<file path="config.mk">
export PLATFORM = sky130hd
export DESIGN_NAME = id_ex_stage_flat
export DESIGN_NICKNAME = d
export VERILOG_FILES = /design/src/rtl/mips_pkg.sv /design/src/rtl/id_ex_stage_if.sv /design/src/rtl/hazard_detect.sv /design/src/rtl/id_ex_stage.sv /design/src/flat_wrapper.sv
export SDC_FILE = /design/constraint.sdc
export NUM_CORES = 1
export LEC_CHECK = 0
export CORE_AREA = 2 2 177 179
export CTS_CLUSTER_DIAMETER = 40
export DETAILED_ROUTE_END_ITERATION = 16
export DIE_AREA = 0 0 179 181
export PLACE_DENSITY = 0.66
export SYNTH_ARGS = -nofsm -noshare
export SYNTH_HDL_FRONTEND = slang
export SYNTH_HIERARCHICAL = 1
export SYNTH_SLANG_ARGS = --single-unit
</file>
<file path="constraint.sdc">
create_clock -name clk -period 5.4 [get_ports clk]
set_input_delay 1.08 -clock clk [delete_from_list [all_inputs] [get_ports clk]]
set_output_delay 1.08 -clock clk [all_outputs]
set_load 0.03 [all_outputs]
</file>
<file path="src/rtl/mips_pkg.sv">
// mips_pkg: shared control bundle, opcode and jump encodings for the 5-stage MIPS core.
package mips_pkg;
   typedef struct packed {
      logic [3:0] ALUOp;
      logic       RegWrite;
      logic       MemRead;
      logic       MemWrite;
      logic       MemtoReg;
      logic       ALUSrc;
      logic [1:0] Jump;
      logic       Syscall;
   } ctrl_t;
   localparam logic [5:0] OP_RTYPE = 6'b000000;
   localparam logic [5:0] OP_J     = 6'b000010;
   localparam logic [5:0] OP_JAL   = 6'b000011;
   localparam logic [5:0] OP_BEQ   = 6'b000100;
   localparam logic [5:0] OP_BNE   = 6'b000101;
   localparam logic [5:0] OP_ADDI  = 6'b001000;
   localparam logic [5:0] OP_LW    = 6'b100011;
   localparam logic [5:0] OP_SW    = 6'b101011;
   localparam logic [1:0] J_NONE   = 2'b00;
   localparam logic [1:0] J_BR     = 2'b01;
   localparam logic [1:0] J_J      = 2'b10;
   localparam logic [1:0] J_JAL    = 2'b11;
   localparam ctrl_t BUBBLE_CTRL   = '0;
endpackage

</file>
<file path="src/rtl/id_ex_stage_if.sv">
// id_ex_stage_if: ID-side inputs and EX-side outputs of the ID/EX pipeline register.
interface id_ex_stage_if
   import mips_pkg::*;
#(
   parameter int DATA_W = 32,
   parameter int REG_W  = 5,
   parameter int CNT_W  = 32
);
   logic [31:0]       instr_id;
   logic [DATA_W-1:0] pc_id;
   logic [DATA_W-1:0] rs_data_id;
   logic [DATA_W-1:0] rt_data_id;
   logic [DATA_W-1:0] imm_ext_id;
   logic [REG_W-1:0]  read_num1_id;
   logic [REG_W-1:0]  read_num2_id;
   logic              use_rs_id;
   logic              use_rt_id;
   logic [REG_W-1:0]  write_num_id;
   ctrl_t             ctrl_id;
   logic              valid_id;
   logic              flush_ex;
   logic              stall_ext;
   logic              halt;
   logic [31:0]       instr_ex;
   logic [DATA_W-1:0] pc_ex;
   logic [DATA_W-1:0] rs_data_ex;
   logic [DATA_W-1:0] rt_data_ex;
   logic [DATA_W-1:0] imm_ext_ex;
   logic [REG_W-1:0]  read_num1_ex;
   logic [REG_W-1:0]  read_num2_ex;
   logic [REG_W-1:0]  write_num_ex;
   ctrl_t             ctrl_ex;
   logic [1:0]        Jump_ex;
   logic              valid_ex;
   logic              stall_if_id;
   logic [CNT_W-1:0]  stall_cycles;
   logic [CNT_W-1:0]  flush_cycles;
   modport master (
      output instr_id, pc_id, rs_data_id, rt_data_id, imm_ext_id, read_num1_id, read_num2_id,
             use_rs_id, use_rt_id, write_num_id, ctrl_id, valid_id, flush_ex, stall_ext, halt,
      input  instr_ex, pc_ex, rs_data_ex, rt_data_ex, imm_ext_ex, read_num1_ex, read_num2_ex,
             write_num_ex, ctrl_ex, Jump_ex, valid_ex, stall_if_id, stall_cycles, flush_cycles
   );
   modport slave (
      input  instr_id, pc_id, rs_data_id, rt_data_id, imm_ext_id, read_num1_id, read_num2_id,
             use_rs_id, use_rt_id, write_num_id, ctrl_id, valid_id, flush_ex, stall_ext, halt,
      output instr_ex, pc_ex, rs_data_ex, rt_data_ex, imm_ext_ex, read_num1_ex, read_num2_ex,
             write_num_ex, ctrl_ex, Jump_ex, valid_ex, stall_if_id, stall_cycles, flush_cycles
   );
endinterface

</file>
<file path="src/rtl/hazard_detect.sv">
// hazard_detect: flags a load in EX whose destination is read by the instruction in ID.
module hazard_detect #(
   parameter int REG_W = 5
) (
   input  logic             valid_ex,
   input  logic             memread_ex,
   input  logic [REG_W-1:0] write_num_ex,
   input  logic [REG_W-1:0] read_num1,
   input  logic [REG_W-1:0] read_num2,
   input  logic             use_rs,
   input  logic             use_rt,
   output logic             lu
);
   assign lu = valid_ex & memread_ex & (write_num_ex != '0) &
               ((use_rs & (read_num1 == write_num_ex)) | (use_rt & (read_num2 == write_num_ex)));
endmodule

</file>
<file path="src/rtl/id_ex_stage.sv">
// id_ex_stage: ID/EX pipeline register with load-use interlock, flush/halt bubbles
// and saturating stall/flush counters.
module id_ex_stage
   import mips_pkg::*;
#(
   parameter int DATA_W = 32,
   parameter int REG_W  = 5,
   parameter int CNT_W  = 32
) (
   input logic          clk,
   input logic          rst_n,
   id_ex_stage_if.slave bus
);
   localparam logic [1:0] RUN       = 2'd0;
   localparam logic [1:0] LU_BUBBLE = 2'd1;
   localparam logic [1:0] HALTED    = 2'd2;
   logic [1:0]       state;
   logic             lu;
   logic             halted_q;
   logic             lu_go;
   logic             lu_bub;
   logic [CNT_W-1:0] stall_q;
   logic [CNT_W-1:0] flush_q;
   hazard_detect #(.REG_W(REG_W)) u_hazard (
      .valid_ex     (bus.valid_ex),
      .memread_ex   (bus.ctrl_ex.MemRead),
      .write_num_ex (bus.write_num_ex),
      .read_num1    (bus.read_num1_id),
      .read_num2    (bus.read_num2_id),
      .use_rs       (bus.use_rs_id),
      .use_rt       (bus.use_rt_id),
      .lu           (lu)
   );
   assign halted_q         = state == HALTED;
   assign lu_go            = lu & ~bus.flush_ex & ~halted_q & (state == RUN);
   assign lu_bub           = lu_go & ~bus.stall_ext;
   assign bus.stall_if_id  = rst_n & (lu_go | bus.stall_ext);
   assign bus.Jump_ex      = bus.ctrl_ex.Jump;
   assign bus.stall_cycles = stall_q;
   assign bus.flush_cycles = flush_q;
   always_ff @(posedge clk) begin
      if (!rst_n)
         state <= RUN;
      else if (bus.halt || halted_q)
         state <= HALTED;
      else
         state <= lu_bub ? LU_BUBBLE : RUN;
   end
   // A load-use bubble is suppressed by stall_ext, which holds the register instead.
   always_ff @(posedge clk) begin
      if (!rst_n || bus.flush_ex || halted_q || (!bus.stall_ext && lu)) begin
         bus.instr_ex     <= '0;
         bus.pc_ex        <= '0;
         bus.rs_data_ex   <= '0;
         bus.rt_data_ex   <= '0;
         bus.imm_ext_ex   <= '0;
         bus.read_num1_ex <= '0;
         bus.read_num2_ex <= '0;
         bus.write_num_ex <= '0;
         bus.ctrl_ex      <= BUBBLE_CTRL;
         bus.valid_ex     <= 1'b0;
      end else if (!bus.stall_ext) begin
         bus.instr_ex     <= bus.instr_id;
         bus.pc_ex        <= bus.pc_id;
         bus.rs_data_ex   <= bus.rs_data_id;
         bus.rt_data_ex   <= bus.rt_data_id;
         bus.imm_ext_ex   <= bus.imm_ext_id;
         bus.read_num1_ex <= bus.read_num1_id;
         bus.read_num2_ex <= bus.read_num2_id;
         bus.write_num_ex <= bus.write_num_id;
         bus.ctrl_ex      <= bus.ctrl_id;
         bus.valid_ex     <= bus.valid_id;
      end
   end
   always_ff @(posedge clk) begin
      if (!rst_n) begin
         stall_q <= '0;
         flush_q <= '0;
      end else begin
         if (lu_bub && !(&stall_q)) stall_q <= stall_q + CNT_W'(1);
         if (bus.flush_ex && !(&flush_q)) flush_q <= flush_q + CNT_W'(1);
      end
   end
endmodule

</file>
<file path="src/flat_wrapper.sv">
// flat-port wrapper written by rule: the top's interface ports become plain ports
module id_ex_stage_flat import mips_pkg::*;
#(
   parameter int DATA_W = 32,
   parameter int REG_W  = 5,
   parameter int CNT_W  = 32
)
  (clk, rst_n, bus_instr_id, bus_pc_id, bus_rs_data_id, bus_rt_data_id, bus_imm_ext_id, bus_read_num1_id, bus_read_num2_id, bus_use_rs_id, bus_use_rt_id, bus_write_num_id, bus_ctrl_id, bus_valid_id, bus_flush_ex, bus_stall_ext, bus_halt, bus_instr_ex, bus_pc_ex, bus_rs_data_ex, bus_rt_data_ex, bus_imm_ext_ex, bus_read_num1_ex, bus_read_num2_ex, bus_write_num_ex, bus_ctrl_ex, bus_Jump_ex, bus_valid_ex, bus_stall_if_id, bus_stall_cycles, bus_flush_cycles);
  id_ex_stage_if #(.DATA_W(DATA_W), .REG_W(REG_W), .CNT_W(CNT_W)) bus_i ();
  input logic clk;
  input logic rst_n;
  input wire logic [$bits(bus_i.instr_id)-1:0] bus_instr_id;
  input wire logic [$bits(bus_i.pc_id)-1:0] bus_pc_id;
  input wire logic [$bits(bus_i.rs_data_id)-1:0] bus_rs_data_id;
  input wire logic [$bits(bus_i.rt_data_id)-1:0] bus_rt_data_id;
  input wire logic [$bits(bus_i.imm_ext_id)-1:0] bus_imm_ext_id;
  input wire logic [$bits(bus_i.read_num1_id)-1:0] bus_read_num1_id;
  input wire logic [$bits(bus_i.read_num2_id)-1:0] bus_read_num2_id;
  input wire logic [$bits(bus_i.use_rs_id)-1:0] bus_use_rs_id;
  input wire logic [$bits(bus_i.use_rt_id)-1:0] bus_use_rt_id;
  input wire logic [$bits(bus_i.write_num_id)-1:0] bus_write_num_id;
  input wire logic [$bits(bus_i.ctrl_id)-1:0] bus_ctrl_id;
  input wire logic [$bits(bus_i.valid_id)-1:0] bus_valid_id;
  input wire logic [$bits(bus_i.flush_ex)-1:0] bus_flush_ex;
  input wire logic [$bits(bus_i.stall_ext)-1:0] bus_stall_ext;
  input wire logic [$bits(bus_i.halt)-1:0] bus_halt;
  output wire logic [$bits(bus_i.instr_ex)-1:0] bus_instr_ex;
  output wire logic [$bits(bus_i.pc_ex)-1:0] bus_pc_ex;
  output wire logic [$bits(bus_i.rs_data_ex)-1:0] bus_rs_data_ex;
  output wire logic [$bits(bus_i.rt_data_ex)-1:0] bus_rt_data_ex;
  output wire logic [$bits(bus_i.imm_ext_ex)-1:0] bus_imm_ext_ex;
  output wire logic [$bits(bus_i.read_num1_ex)-1:0] bus_read_num1_ex;
  output wire logic [$bits(bus_i.read_num2_ex)-1:0] bus_read_num2_ex;
  output wire logic [$bits(bus_i.write_num_ex)-1:0] bus_write_num_ex;
  output wire logic [$bits(bus_i.ctrl_ex)-1:0] bus_ctrl_ex;
  output wire logic [$bits(bus_i.Jump_ex)-1:0] bus_Jump_ex;
  output wire logic [$bits(bus_i.valid_ex)-1:0] bus_valid_ex;
  output wire logic [$bits(bus_i.stall_if_id)-1:0] bus_stall_if_id;
  output wire logic [$bits(bus_i.stall_cycles)-1:0] bus_stall_cycles;
  output wire logic [$bits(bus_i.flush_cycles)-1:0] bus_flush_cycles;
  assign bus_i.instr_id = bus_instr_id;
  assign bus_i.pc_id = bus_pc_id;
  assign bus_i.rs_data_id = bus_rs_data_id;
  assign bus_i.rt_data_id = bus_rt_data_id;
  assign bus_i.imm_ext_id = bus_imm_ext_id;
  assign bus_i.read_num1_id = bus_read_num1_id;
  assign bus_i.read_num2_id = bus_read_num2_id;
  assign bus_i.use_rs_id = bus_use_rs_id;
  assign bus_i.use_rt_id = bus_use_rt_id;
  assign bus_i.write_num_id = bus_write_num_id;
  assign bus_i.ctrl_id = bus_ctrl_id;
  assign bus_i.valid_id = bus_valid_id;
  assign bus_i.flush_ex = bus_flush_ex;
  assign bus_i.stall_ext = bus_stall_ext;
  assign bus_i.halt = bus_halt;
  assign bus_instr_ex = bus_i.instr_ex;
  assign bus_pc_ex = bus_i.pc_ex;
  assign bus_rs_data_ex = bus_i.rs_data_ex;
  assign bus_rt_data_ex = bus_i.rt_data_ex;
  assign bus_imm_ext_ex = bus_i.imm_ext_ex;
  assign bus_read_num1_ex = bus_i.read_num1_ex;
  assign bus_read_num2_ex = bus_i.read_num2_ex;
  assign bus_write_num_ex = bus_i.write_num_ex;
  assign bus_ctrl_ex = bus_i.ctrl_ex;
  assign bus_Jump_ex = bus_i.Jump_ex;
  assign bus_valid_ex = bus_i.valid_ex;
  assign bus_stall_if_id = bus_i.stall_if_id;
  assign bus_stall_cycles = bus_i.stall_cycles;
  assign bus_flush_cycles = bus_i.flush_cycles;
  id_ex_stage #(.DATA_W(DATA_W), .REG_W(REG_W), .CNT_W(CNT_W)) u_core (.clk(clk), .rst_n(rst_n), .bus(bus_i));
endmodule
</file>
# ---- Word-level counts from Yosys, hierarchy flattened
# Index checks and enable logic that the tools add are counted.
dict set report op_classes {
  addsub 2
  eq_ne 3
  bitwise 16
  n_reduce_logical 16
  mux 2
}
# cell n
set ops {}
lappend ops {{$add A32 B1 Y32 const B} 2}
lappend ops {{$reduce_and A32 Y1} 2}
lappend ops {{$and A1 B1 Y1} 10}
lappend ops {{$eq A5 B5 Y1} 2}
lappend ops {{$reduce_bool A5 Y1} 1}
lappend ops {{$logic_not A1 Y1} 4}
lappend ops {{$logic_or A1 B1 Y1} 4}
lappend ops {{$not A1 Y1} 4}
lappend ops {{$logic_and A1 B1 Y1} 3}
lappend ops {{$eq A2 B2 Y1 const B} 1}
lappend ops {{$logic_not A2 Y1} 1}
lappend ops {{$mux W2} 1}
lappend ops {{$or A1 B1 Y1} 2}
lappend ops {{$reduce_or A2 Y1} 1}
lappend ops {{$mux W1} 1}
dict set report totals {
  output_inout_bits 255
  regBits 254
}

# ---- Logic depth before layout (Yosys ltp)
dict set report logic_depth {
  depth_word 10
  mapped_depth 11
}

# ---- Cells and area by module
# Netlist, hierarchy kept.
# mod area_each_um2 n_inst cells_each
set by_module_without_submodules {}
lappend by_module_without_submodules {id_ex_stage 9980.8 1 1024}
lappend by_module_without_submodules {hazard_detect 135.1 1 17}

# ---- Worst setup path after synthesis
# Ideal clock, no wire load.
dict set report synth_path {
  path_kind {input port to output port}
  startpoint {input port bus_stall_ext}
  endpoint {output port bus_stall_if_id}
  arrival_ns 2.583
  path_buffers 3
  stages 5
  path_slack_ns 1.737
  t_required_ns 4.320
  path_cell_list {clkbuf_1 > buf_2 > buf_1 > nor2_1 > nor2_1}
}
dict set report synth_via {
  elab_chain_cells 2
}
# item line
set synth_lines {}
lappend synth_lines {{start: declaration} flat_wrapper.sv:25} ;# input wire logic [$bits(bus_i.stall_ext)-1:0] bus_stall_ext;
lappend synth_lines {{$or A1 B1 Y1} id_ex_stage.sv:37} ;# assign bus.stall_if_id = rst_n & (lu_go | bus.stall_ext);
lappend synth_lines {{$and A1 B1 Y1} id_ex_stage.sv:37}
lappend synth_lines {{end: declaration} flat_wrapper.sv:38} ;# output wire logic [$bits(bus_i.stall_if_id)-1:0] bus_stall_if_id;
# No other way between the ends.

# ---- Worst setup path after layout
dict set report layout_path {
  startpoint {input port bus_read_num1_id[4]}
  endpoint {output port bus_stall_if_id}
}
dict set report layout_via {
  elab_chain_cells 9
}
# item line
set layout_lines {}
lappend layout_lines {{start: declaration} flat_wrapper.sv:17} ;# input wire logic [$bits(bus_i.read_num1_id)-1:0] bus_read_num1_id;
lappend layout_lines {{$eq A5 B5 Y1} hazard_detect.sv:15} ;# ((use_rs & (read_num1 == write_num_ex)) | (use_rt & (read_num2 == write_num_ex)));
lappend layout_lines {{$and A1 B1 Y1} hazard_detect.sv:15}
lappend layout_lines {{$or A1 B1 Y1} hazard_detect.sv:15}
lappend layout_lines {{$and A1 B1 Y1} hazard_detect.sv:14} ;# assign lu = valid_ex & memread_ex & (write_num_ex != '0) &
lappend layout_lines {{net u_core.lu} id_ex_stage.sv:18} ;# logic lu;
lappend layout_lines {{$and A1 B1 Y1 (3 in series)} id_ex_stage.sv:35} ;# assign lu_go = lu & ~bus.flush_ex & ~halted_q & (state == RUN);
lappend layout_lines {{$or A1 B1 Y1} id_ex_stage.sv:37}
lappend layout_lines {{$and A1 B1 Y1} id_ex_stage.sv:37}
# The timed path passes the listed nets, and every way through them passes these cells.

==> impl_results.md <==
- CP Depth: 9
- Worst EP arrival: between 3000 and 4000 ps
- Crit path largest cell delay: between 400 and 500 ps
- Cell taking the most area after synthesis: dfxtp_1
- Clock slew at reported path FFs: roughly 50 ps
- Fraction of registers with async set/reset: 0%
- Status: finished clean
- CP bufs+invs: 2
- Top cells by area, synth: dfxtp_1 (50%), mux2i_1 (19%), nor2_1 (7.8%)
- Worst-Skew Late Latency: about 520 ps
- H-tree lvl count: 2
- Total power: approximately 5.2 mW
- Mapped Nets: roughly 1200
- Setup crit end: bus_stall_if_id
- Post-route ant nets: 0
- Final Cell Area: 0.0164 mm^2
- Post-cts resize count: 0
- Post-synth top cells: dfxtp_1 (254), nor2_1 (211), mux2i_1 (194)
- Met1 wire length: 13300 um
- Top delay family on crit path: simple AND/OR/NAND/NOR gates
- Critical path required time: between 4000 and 5000 ps
- Layout cells sized above 1: 5.84%
- Hold WC Path Type: flop to flop
- Routed wl met3: between 2000 and 3000 um
- Core ar.: between 0.03 and 0.04 mm^2
- Post-CTS Setup Repair Bufs: 0
- Cell mode on critical path: nor2_1
- Worst vdd ir: roughly 0.25 mV
- Detailed placer's ending HPWL: approximately 25000 um
- Synth Warn #: 6
- Hold-fix buffer count after cts: 0
- Post-synthesis to final-layout area growth: 62.0%
- Buffer levels on the longest clock path: 3
- Area share of the largest cell type after synthesis: 50.3%
- Kind of critical path: input pin to primary output
- #FFs+latches synth: about 250
- Initial drt markers: 533
- Worst-case clock skew: between 15 and 20 ps
- Final #Nets: 1674
- Worst R2R End: u_core/bus.stall_cycles[29]
- Final setup margin: between 1000 and 1500 ps
- Total GRT Usage: 20.3%
- Met2 wire length: 17100 um
- Initial antenna violation count: 1
- Die Span Y: 181 um
- Most frequent cell after synthesis: dfxtp_1
- Critical-path cell list: clkdlybuf4s50_1 > xor2_1 > nor4_1 > nand3_1 > a21oi_1 > nor4b_4 > nor2_1 > nor2_1 > buf_4
- Final hold violation count: 0
- Mean Syn Cell Area: roughly 10 um^2
- CTS buffer count: 42
- Die X: roughly 180 um
- PwrDens: ~320 mW/mm^2
- Max-capacitance violation count: 0
- Unrepaired setup endpoints after global routing: no
- Beginning of the critical path: bus_read_num1_id[4]
- Buffers on Ports: about 450
- Clock sinks: ~250
- Initial Utilization: between 30% and 40%
- Top routing layer used: met5
- Min-delay src: u_core/bus.instr_ex[28]
- Sequential-to-total area share from yosys stat: around 50%
- Dpl cells: roughly 1800
- Fin Hold WS: ~490 ps
- Post-Route Utilization: a little over half
- Root buf cell: clkbuf_16
- Post-DR vias/cell: slightly below 5
- Final global-route overflow total: 0
- Post-Route WL: 34100 um
- Via count: around 9300
- Setup crit start kind: input pin
- Synth Instances: approximately 1000
- DR pass1 iterations: 5
- Setup violators final: 0
- FF-to-FF path depth: 9
- Row count: 64
- Fin Setup TNS: 0 ps
- First-pass GRT wire length: approximately 52000 um
- GP Congestion: ~0.84
- Reg2reg start: u_core/bus.write_num_ex[4]
- Crit. End Element: primary output
- Number of synthesized flops with an enable pin: 0
- R2r setup slk: between 2000 and 2500 ps
- Synthesized area: between 0.01 and 0.015 mm^2
- # IOs: between 400 and 500
- Post-Layout Cell Count: roughly 1900
- Largest net degree at the start of global routing: a little under 100
- CTS tree: yes
- Routed len/inst: between 15 and 20 um
- Fmax: ~230 MHz
- Final Max Tran Viols: 0
- Period utilization: roughly 80%
- Number of global-route vias before repair: roughly 9300
- Tmin final: around 4300 ps
- Headroom to the max-slew limit: between 20% and 30%
- Worst slew pin tran: roughly 1200 ps
- Synth cell types: 50
- Full die area: between 0.03 and 0.04 mm^2
- Pre-CTS WS: 1030 ps
- DP Area: about 0.015 mm^2
- Worst-path maximum fanout: 5
- Pleak: 6.27 nW
- Hold Crit Depth: 2
- Top_reg_cell synth: dfxtp_1
- DRC viols: 0
- Crit path max-delay cell type: clkdlybuf4s50_1
==> layout make-up <==
class / instances / area, um^2
fillers: 2698 / 14000
flip-flops and latches: 254 / 5080
multi-input cells: 713 / 4730
repair buffers: 455 / 4580
clock buffers: 54 / 1180
well taps: 396 / 495
clock inverters: 20 / 275
inverters: 11 / 41.3
diodes: 1 / 2.50
==> tightest hold or removal path, stage by stage (launching register included) <==
cell,delay (ps)
dfxtp_1,320
mux2i_1,70
nor2_1,70
==> state kept, by name, indices dropped and copies added (netlist names) <==
signal and count:
u_core/bus.Jump_ex 2, u_core/bus.valid_ex 1, u_core/bus.flush_cycles 32, u_core/bus.write_num_ex 5, u_core/bus.ctrl_ex 10, u_core/bus.instr_ex 32, u_core/bus.rs_data_ex 32, u_core/bus.stall_cycles 32
u_core/bus.imm_ext_ex 32, u_core/bus.read_num1_ex 5, u_core/state 2, u_core/bus.pc_ex 32, u_core/bus.read_num2_ex 5, u_core/bus.rt_data_ex 32
==> per-layer routing <==
metal / up-vias / track usage (%)
li1: 4557 / -
met1: 4375 / 23.2
met2: 350 / 35.8
met3: 56 / 6.97
met4: 2 / 5.59
met5: - / 0
==> cell families (layout without fill, tap and decap cells) <==
kind of cell | Yosys count | count (layout) | share of synthesized area (%)
muxes | 194 | 194 | 19.2
AOI/OAI and AO/OA | 107 | 107 | 6.82
xor gates and xnor gates | 21 | 21 | 1.82
and+or+nand+nor | 389 | 389 | 18.6
other | 0 | 1 | 0
buffers and inverters | 74 | 540 | 3.07
adders and majority gates | 2 | 2 | 0.247
DFF | 254 | 254 | 50.3
==> worst min-delay path by stage <==
stage / end
global route: u_core/bus.instr_ex[25]
finish: u_core/bus.instr_ex[28]
floorplan: u_core/state[1]
global placement: u_core/bus.pc_ex[30]
detailed placement: u_core/bus.imm_ext_ex[24]
CTS: u_core/bus.imm_ext_ex[15]
==> report_power, final <==
group	total, mW	switching, mW	internal, mW
logic	0.500	0.234	0.267
clock network	2.73	0.944	1.78
registers	1.94	0.0244	1.92
==> layout by cell type (no fill, tap or decap), types with 12 or more instances in the layout <==
master / n
nand2_1: 37
mux2i_1: 194
nor2_1: 211
a21oi_1: 36
xor2_1: 12
o31ai_1: 14
o21ai_0: 24
dfxtp_1: 254
nand3_1: 20
clkdlybuf4s50_1: 447
and4_1: 14
clkbuf_16: 42
nor4_1: 12
or3_1: 23
or4_1: 16
nand4_1: 23
No activity file was read; power rests on OpenSTA's default activity.
==> patch: new RTL, same settings <==
`DATA_W` is set to 32 in 3 places; all go to 24.
--- a/src/rtl/id_ex_stage_if.sv
+++ b/src/rtl/id_ex_stage_if.sv
@@ -2,7 +2,7 @@
 interface id_ex_stage_if
    import mips_pkg::*;
 #(
-   parameter int DATA_W = 32,
+   parameter int DATA_W = 24,
    parameter int REG_W  = 5,
    parameter int CNT_W  = 32
 );
--- a/src/rtl/id_ex_stage.sv
+++ b/src/rtl/id_ex_stage.sv
@@ -3,7 +3,7 @@
 module id_ex_stage
    import mips_pkg::*;
 #(
-   parameter int DATA_W = 32,
+   parameter int DATA_W = 24,
    parameter int REG_W  = 5,
    parameter int CNT_W  = 32
 ) (
--- a/src/flat_wrapper.sv
+++ b/src/flat_wrapper.sv
@@ -1,7 +1,7 @@
 // flat-port wrapper written by rule: the top's interface ports become plain ports
 module id_ex_stage_flat import mips_pkg::*;
 #(
-   parameter int DATA_W = 32,
+   parameter int DATA_W = 24,
    parameter int REG_W  = 5,
    parameter int CNT_W  = 32
 )
Ports: changed (8 resized); port bits go from 450 to 386. The function was not compared with the original's and may differ.
==> patch against the original RTL <==
Clock power fell by 8.4%; total power fell by 11%; worst setup slack got worse by 410 ps; final cell count fell by 9.3%; wire length fell by 15%; register-to-register slack got worse by 430 ps; synthesized area fell by 12%; sequential cell count fell by 32; final area fell by 12%; critical path type unchanged.
==> patch: results (changes against the original RTL) <==
Final min period=4730 ps (+412 ps); DR WL/cell=16.9 um (-5.9%); CP top delay family=simple AND/OR/NAND/NOR gates; port bufs=385 (-14%); GR Util met2=29.5% (-6.3 points); Post-Synth Adder-Cell Area=0.281% (+0.033 points); Reg2Reg Setup Slack=1800 ps (-430 ps); GPL Wtd Cong=0.767 (-9.1%); Crit-path slowest cell=or4b_1; yosys synthesis warning count=6 (unchanged); fin cells=1726 (-9.3%); worst-skew pair later-pin latency=500 ps (-20 ps); M1 GR Usage=19.8% (-3.3 points); DR iter-0 viols=362 (-32%); Commonest cells post-synth=dfxtp_1 (222), nor2_1 (173), mux2i_1 (162); DR vias/cell=4.79 (-2.4%); Post-Synth XOR/XNOR Area=1.75% (-0.064 points); clk_skew=13.1 ps (-3.34 ps); Tot GR Track Use=17.4% (-2.9 points); CP Max Fanout=4 (-1); outcome=finished clean; first-pass GRT wire length=44800 um (-14%); hpwl dp=20900 um (-16%); number of nets in the layout=1464 (-13%); WHS=490 ps (+1.18 ps); clock transition at the registers of the reported paths=50 ps (about the same); setup repair bufs after CTS=0 (unchanged); drt first pass iters=5 (unchanged); layout cells sized above 1=7.52% (+1.7 points); dpl ws=600 ps (-434 ps); post-synthesis mux area share=18.2% (-1.0 points); Internal=3.56 mW (-10%); Syn Nets=1086 (-12%); CTS buffer count=39 (-7.1%); root buf cell=clkbuf_16; post-synthesis sequential area ratio=49.8% (-0.42 points); initial antenna violation count=2 (+1); Worst path max stage delay=580 ps (+90 ps); fillcell total=2824 (+4.7%); top post-synthesis cells by area=dfxtp_1 (50%), mux2i_1 (18%), nor2_1 (7.3%), a21oi_1 (2.1%), or3_1 (2.1%); Antenna Nets Post-Route=0 (unchanged); vias in the first global route=8050 (-13%); worst slew pin tran=957 ps (-194 ps); PostCTS Resize Cnt=0 (unchanged); post-synthesis compound-gate area fraction=8.21% (+1.4 points); largest net degree at the start of global routing=74 (-24%); synth unique cells=51 (+2.0%); M3 GR Usage=6.73% (-0.23 points); main combinational cell family by area after synthesis=simple AND/OR/NAND/NOR gates; leakage power=5.46 nW (-13%); CP arrival=3650 ps (+410 ps); VDD IR-drop max=0.278 mV (+9.7%); synthesized area per cell=9.68 um^2 (-0.38%)
==> patch: cell types whose count changed after synthesis, sizes merged, moves of 8 or more <==
| cell | delta |
|---|---|
| clkbuf | -8 |
| mux2i | -32 |
| a21oi | +9 |
| dfxtp | -32 |
| and4 | -9 |
| nor2 | -38 |
==> patch: cell type report <==
cell class / count / share of cell area, %
Inverter: 12 / 0.312
Clock inverter: 19 / 1.49
Timing Repair Buffer: 392 / 27.2
Multi-Input combinational cell: 632 / 29.0
Sequential cell: 222 / 30.7
Clock buffer: 52 / 7.80
Tap cell: 396 / 3.43
Antenna cell: 1 / 0.0173
==> patch: final timing paths <==
kind | end | from | cells after the start
setup / recovery | bus_stall_if_id | bus_read_num2_id[4] | 8
hold / removal | u_core/bus.instr_ex[23] | u_core/bus.instr_ex[23] | 2
setup reg to reg | u_core/bus.stall_cycles[5] | u_core/bus.write_num_ex[4] | 10
hold reg to reg | u_core/bus.instr_ex[23] | u_core/bus.instr_ex[23] | 2
==> patch: through the flow <==
stage	total power, mW	cell area (um^2)	util, %
6_report	4.61	14500	47.6
5_1_grt	4.76	14500	47.6
4_1_cts	4.67	14500	47.6
3_5_place_dp	2.15	13100	43.2
3_3_place_gp	2.15	13100	43.2
2_1_floorplan	1.93	8920	-
==> patch: power by group through the flow <==
stage | Sequential [mW] | Clock (mW) | Combinational [mW]
floorplan | 1.79 | 0 | 0.137
global placement | 1.73 | 0 | 0.420
detailed placement | 1.73 | 0 | 0.423
CTS | 1.70 | 2.55 | 0.425
global route | 1.70 | 2.62 | 0.449
finish | 1.70 | 2.50 | 0.420
==> patch: routing by layer <==
layer	up-vias	share of wire, %
li1	4030	-
met1	3871	39
met2	308	49
met3	56	8.9
met4	2	2.9
met5	-	0.045
